**src/rtl/serial_addsub.sv**
```systemverilog
// Multi-cycle add/subtract unit. Each clock it adds CHUNK bits through a small
// ripple chain of full-adder cells and keeps the carry in a register between
// chunks. A WIDTH-bit result and its flags are ready after WIDTH/CHUNK cycles.

// One-bit full adder cell. The ripple chain is built from these.
module serial_addsub_fa (
    input  logic i_a,
    input  logic i_b,
    input  logic i_c,
    output logic o_s,
    output logic o_c
);
    assign o_s = i_a ^ i_b ^ i_c;
    assign o_c = (i_a & i_b) | (i_c & (i_a ^ i_b));
endmodule

module serial_addsub #(
    parameter int WIDTH = 32,
    parameter int CHUNK = 4
) (
    input  logic             clk,
    input  logic             rst_n,
    input  logic             start,
    input  logic             sub,
    input  logic [WIDTH-1:0] a,
    input  logic [WIDTH-1:0] b,
    output logic             busy,
    output logic             done,
    output logic [WIDTH-1:0] result,
    output logic             cout,
    output logic             overflow,
    output logic             zero
);
    localparam int N  = WIDTH / CHUNK;
    localparam int CW = (N > 1) ? $clog2(N) : 1;

    generate
        if (WIDTH < 2 || CHUNK < 1 || (WIDTH % CHUNK) != 0) begin : g_bad_params
            $error("serial_addsub: CHUNK must divide WIDTH and WIDTH must be >= 2");
        end
    endgenerate

    typedef enum logic [1:0] {
        S_IDLE = 2'd0,
        S_RUN  = 2'd1,
        S_FIN  = 2'd2
    } state_t;

    state_t           r_state;
    state_t           w_state_next;
    logic [WIDTH-1:0] r_opa;
    logic [WIDTH-1:0] r_opb;
    logic [WIDTH-1:0] r_acc;
    logic             r_carry;
    logic [CW-1:0]    r_cnt;
    logic [WIDTH-1:0] r_result;
    logic             r_cout;
    logic             r_overflow;
    logic             r_zero;

    logic [CHUNK:0]   w_c;
    logic [CHUNK-1:0] w_sum;
    logic [WIDTH-1:0] w_acc_next;
    logic             w_last;
    logic             w_load;

    // Ripple chain for one chunk. w_c[i] is the carry into bit i of the chunk.
    assign w_c[0] = r_carry;
    for (genvar i = 0; i < CHUNK; i++) begin : g_fa
        serial_addsub_fa u_fa (
            .i_a (r_opa[i]),
            .i_b (r_opb[i]),
            .i_c (w_c[i]),
            .o_s (w_sum[i]),
            .o_c (w_c[i+1])
        );
    end

    // The new chunk enters at the MSB end, so after N shifts the first chunk
    // has reached bit 0.
    generate
        if (CHUNK == WIDTH) begin : g_acc_full
            assign w_acc_next = w_sum;
        end else begin : g_acc_shift
            assign w_acc_next = {w_sum, r_acc[WIDTH-1:CHUNK]};
        end
    endgenerate

    assign w_last = (r_cnt == CW'(N - 1));
    // A start is accepted whenever no operation is running, including in FIN.
    assign w_load = (r_state != S_RUN) && start;

    // State register.
    always_ff @(posedge clk or negedge rst_n) begin
        // NOTE: non-blocking assignments in clocked blocks, so every register
        // samples values from before the edge no matter the statement order.
        if (!rst_n) begin
            r_state <= S_IDLE;
        end else begin
            r_state <= w_state_next;
        end
    end

    // Next-state logic and the busy/done status decoded from the state.
    always_comb begin
        // NOTE: every output gets a default first, so no path can infer a latch.
        w_state_next = r_state;
        busy         = 1'b0;
        done         = 1'b0;
        case (r_state)
            S_IDLE: begin
                if (start) w_state_next = S_RUN;
            end
            S_RUN: begin
                busy = 1'b1;
                if (w_last) w_state_next = S_FIN;
            end
            S_FIN: begin
                done         = 1'b1;
                w_state_next = start ? S_RUN : S_IDLE;
            end
            default: w_state_next = S_IDLE;
        endcase
    end

    // Operand latch, chunk processing, and publishing the result on the
    // last chunk edge, which is also the edge that enters FIN.
    always_ff @(posedge clk or negedge rst_n) begin
        // NOTE: this block holds only plain registers and no memory arrays,
        // so all of them are reset, including the datapath.
        if (!rst_n) begin
            r_opa      <= '0;
            r_opb      <= '0;
            r_acc      <= '0;
            r_carry    <= 1'b0;
            r_cnt      <= '0;
            r_result   <= '0;
            r_cout     <= 1'b0;
            r_overflow <= 1'b0;
            r_zero     <= 1'b1;
        end else if (w_load) begin
            // Subtraction is a + ~b + 1, so the +1 goes in as the first carry.
            r_opa   <= a;
            r_opb   <= sub ? ~b : b;
            r_carry <= sub;
            r_cnt   <= '0;
        end else if (r_state == S_RUN) begin
            r_acc   <= w_acc_next;
            r_opa   <= r_opa >> CHUNK;
            r_opb   <= r_opb >> CHUNK;
            r_carry <= w_c[CHUNK];
            r_cnt   <= r_cnt + 1'b1;
            if (w_last) begin
                // On the last chunk, w_c[CHUNK-1] is the carry into the MSB.
                r_result   <= w_acc_next;
                r_cout     <= w_c[CHUNK];
                r_overflow <= w_c[CHUNK] ^ w_c[CHUNK-1];
                r_zero     <= (w_acc_next == '0);
            end
        end
    end

    assign result   = r_result;
    assign cout     = r_cout;
    assign overflow = r_overflow;
    assign zero     = r_zero;

endmodule

```
**config.mk**
```make
export PLATFORM = sky130hd
export DESIGN_NAME = serial_addsub
export DESIGN_NICKNAME = d
export VERILOG_FILES = /design/src/rtl/serial_addsub.sv
export SDC_FILE = /design/constraint.sdc
export NUM_CORES = 1
export LEC_CHECK = 0
export CAP_MARGIN = 10
export CORE_UTILIZATION = 55
export DETAILED_ROUTE_END_ITERATION = 8
export HOLD_SLACK_MARGIN = 0.15
export PLACE_DENSITY = 0.93
export SLEW_MARGIN = 20
export SYNTH_ARGS = -nofsm -noshare
export SYNTH_HDL_FRONTEND = slang
export SYNTH_SLANG_ARGS = --single-unit
```
**constraint.sdc**
```tcl
create_clock -name clk -period 7.14 [get_ports clk]
set_input_delay 1.785 -clock clk [delete_from_list [all_inputs] [get_ports clk]]
set_output_delay 1.785 -clock clk [all_outputs]
set_load 0.01 [all_outputs]
```
==> run metrics <==
internal power 2.029 mW; Req. time, crit path roughly 5400 ps; chip width ~110 µm; Post-CTS Setup Repair Bufs 0; Max VDD drop between 0.0002 and 0.0003 V; hold_sp r_opa[12]; IO Pins roughly 110; met1 WL approximately 5200 µm; biggest cell delay along the critical path 630 ps; Die Ht 106.8 µm; post-synthesis cell count 550; Flop pwr share 0.412; die area 11400 µm²; number of global-route vias before repair between 4000 and 5000; detailed router's first-iteration violation count ~250; most common cell after layout, fill and taps aside nand2_1; Routed met2 length roughly 6500 µm; root buffer cell clkbuf_8; H-tree Lvls 4; Clk pwr share 0.263; max cap viols 0; slowest CP cell clkdlybuf4s50_1; measured slew at the worst slew-check pin about 1100 ps; Worst Hold End r_opa[8]; Sw Share 0.3598; Synth Register Bits 133; PortBufs between 100 and 150; number of diodes 0; RePlAce Congestion between 0.7 and 0.8; DRT Pass-1 Iters 4; Crit path buffers/inverters 2; Top Metal Used met4; Worst R2R End r_opa[2]; Comb power frac 0.325; Syn Std Cell Area approximately 6000 µm²; WS Path Type flip-flop to output port; register area share after synthesis 0.5514; share of cells above drive strength 1 0.1104; starting density of the core 0.5771; Fin. Hold Viols 0; CP Cell Sequence nand2b_2 -> inv_4 -> clkdlybuf4s50_1; vias per cell between 5 and 6; status finished, final reports clean; Critical R2R Launch r_state[1]; clock slew seen by the registers of the worst setup and hold paths approximately 60 ps; CTS resizes 0; Stages on worst setup path 3; Hold Path Depth 2; unrepaired setup endpoints after global routing no; hold-fix buffers at CTS 0; period utilization 0.6139; maximum clock rate between 200 and 250 MHz; Period minus WS final between 4000 and 5000 ps; antenna violation net count after detailed routing 0; GRT overflow 0; antenna violations before repair 0; Clk Latency, worst-skew pair slightly above 500 ps; Register-to-Register Path Depth 5; Layout Skew about 9 ps; footprint of the multi-input gates 2402 µm²; FF+latch area roughly 3300 µm²; met3 wire length 589 µm; DRC Markers 0; Post-DP HPWL 8236 µm; Routed WL 12520 µm; Worst Setup End Kind output port; WL per Instance 15.89 µm; Arr. time, crit path roughly 2600 ps; first-pass GRT wire length roughly 21000 µm; CTS Buf Count 17; Sink Count 133; Slew Viols, Final 0; Distinct cells, synth 29; fillers 749; via count about 4300; syn nets 624; type of origin of the critical path flip-flop; total core area between 10000 and 15000 µm²; Synth Warn # 0; Syn-to-layout area delta 25.34%; critical path peak fanout 56; Final setup viols 0; Slew Limit Headroom 0.2701; total track usage 0.2423; leak pwr about 3.6 nW; HP Class flip-flop to flip-flop; Placed Instance Area approximately 7000 µm²; most frequent cells in the layout 148 x nand2_1, 132 x dfrtp_1, 101 x clkdlybuf4s50_1, 61 x mux2i_1, 46 x o21ai_1; CTS tree done; setup TNS 0 ps; Switch Pwr 1.140 mW; delay-heaviest family, CP buffers and inverters; synthesized area per cell between 10 and 15 µm²; Rows 37; r2r setup slk 4480 ps; Pwr Density between 400 and 500 nW/µm²; pin count of the biggest net entering global routing 98; Clock Path Buffers 2; nets@finish about 710; Finished Cell Area between 7000 and 8000 µm²
-- tightest hold or removal path, delay by kind of cell, from the launching register on --
family | cells | cell delay [ps]
AOI/OAI and AO/OA | 1 | 60
DFF | 1 | 350
and+or+nand+nor | 1 | 50
-- cell families after synthesis --
logic type | count (synthesis) | share of synthesized area
compound gates | 72 | 0.06424
xor+xnor | 33 | 0.04786
fa+ha+maj | 6 | 0.01741
buf+inv | 46 | 0.05118
flops | 133 | 0.5514
mux | 91 | 0.1571
simple gates | 169 | 0.1109
-- per-stage QoR --
step	hold WS, ps	power (mW)	util	setup WS (ps)	instances
finish	487.2	3.169	0.7234	2757	788
global route	517.2	3.381	0.7234	2598	788
floorplan	448.0	1.964	-	4381	550
CTS	488.5	3.193	0.7232	2342	788
detailed placement	473.8	2.336	0.6680	2912	756
global placement	463.8	2.253	0.6680	2954	756
-- cell type report --
type                    count  share of cell area
flip-flops and latches    133              0.4399
multi-input cells         371              0.3174
repair buffers            106              0.1387
clock buffers              17             0.05472
well taps                 136             0.02248
clock inverters            15             0.02149
inverters                  10            0.005290
-- synthesized netlist by cell type, drive strengths merged --
cell type / count / area, µm²
xnor2: 4 / 35.03
nor4: 7 / 43.79
mux2i: 61 / 610.6
ha: 2 / 25.02
dfstp: 1 / 26.28
clkbuf: 9 / 40.03
buf: 27 / 229.0
xor2: 29 / 254.0
dfrtp: 132 / 3303
inv: 10 / 40.04
nand3b: 1 / 11.26
nand4: 2 / 12.51
fa: 4 / 80.08
o211a: 1 / 10.01
nand2b: 1 / 6.260
o22ai: 1 / 6.260
mux2: 30 / 337.8
o41ai: 1 / 16.27
nor2: 9 / 33.78
nand2: 148 / 555.5
o21ai: 64 / 320.3
nor2b: 1 / 6.260
a211oi: 4 / 30.03
a21oi: 1 / 5.000
-- worst max path at each step --
| stage | from | to |
|---|---|---|
| final | r_state[1] | busy |
| after global routing | r_state[1] | busy |
| after CTS | r_state[1] | busy |
| after detailed placement | r_state[1] | busy |
| after global placement | r_state[1] | busy |
| after floorplan | r_state[1] | busy |
-- sequential cells by signal (all words and copies together), names as in the netlist, 2 cells and up --
| register | count |
|---|---|
| result | 32 |
| r_opa | 32 |
| r_state | 2 |
| r_opb | 32 |
| r_acc | 28 |
| r_cnt | 3 |
-- power groups by stage --
| stage | Combinational (mW) | Sequential [mW] | Clock [mW] |
|---|---|---|---|
| detailed placement | 1.03 | 1.31 | 0 |
| finish | 1.03 | 1.31 | 0.834 |
| global route | 1.16 | 1.34 | 0.884 |
| CTS | 1.05 | 1.30 | 0.845 |
| global placement | 0.968 | 1.28 | 0 |
| floorplan | 0.689 | 1.27 | 0 |
-- routing by layer --
| layer | GRT usage | up-vias |
|---|---|---|
| met5 | 0 | - |
| met4 | 0.07241 | 0 |
| met3 | 0.06079 | 19 |
| met2 | 0.4097 | 127 |
| met1 | 0.3082 | 2147 |
| li1 | - | 2024 |
No activity file was read; power rests on OpenSTA's default activity.
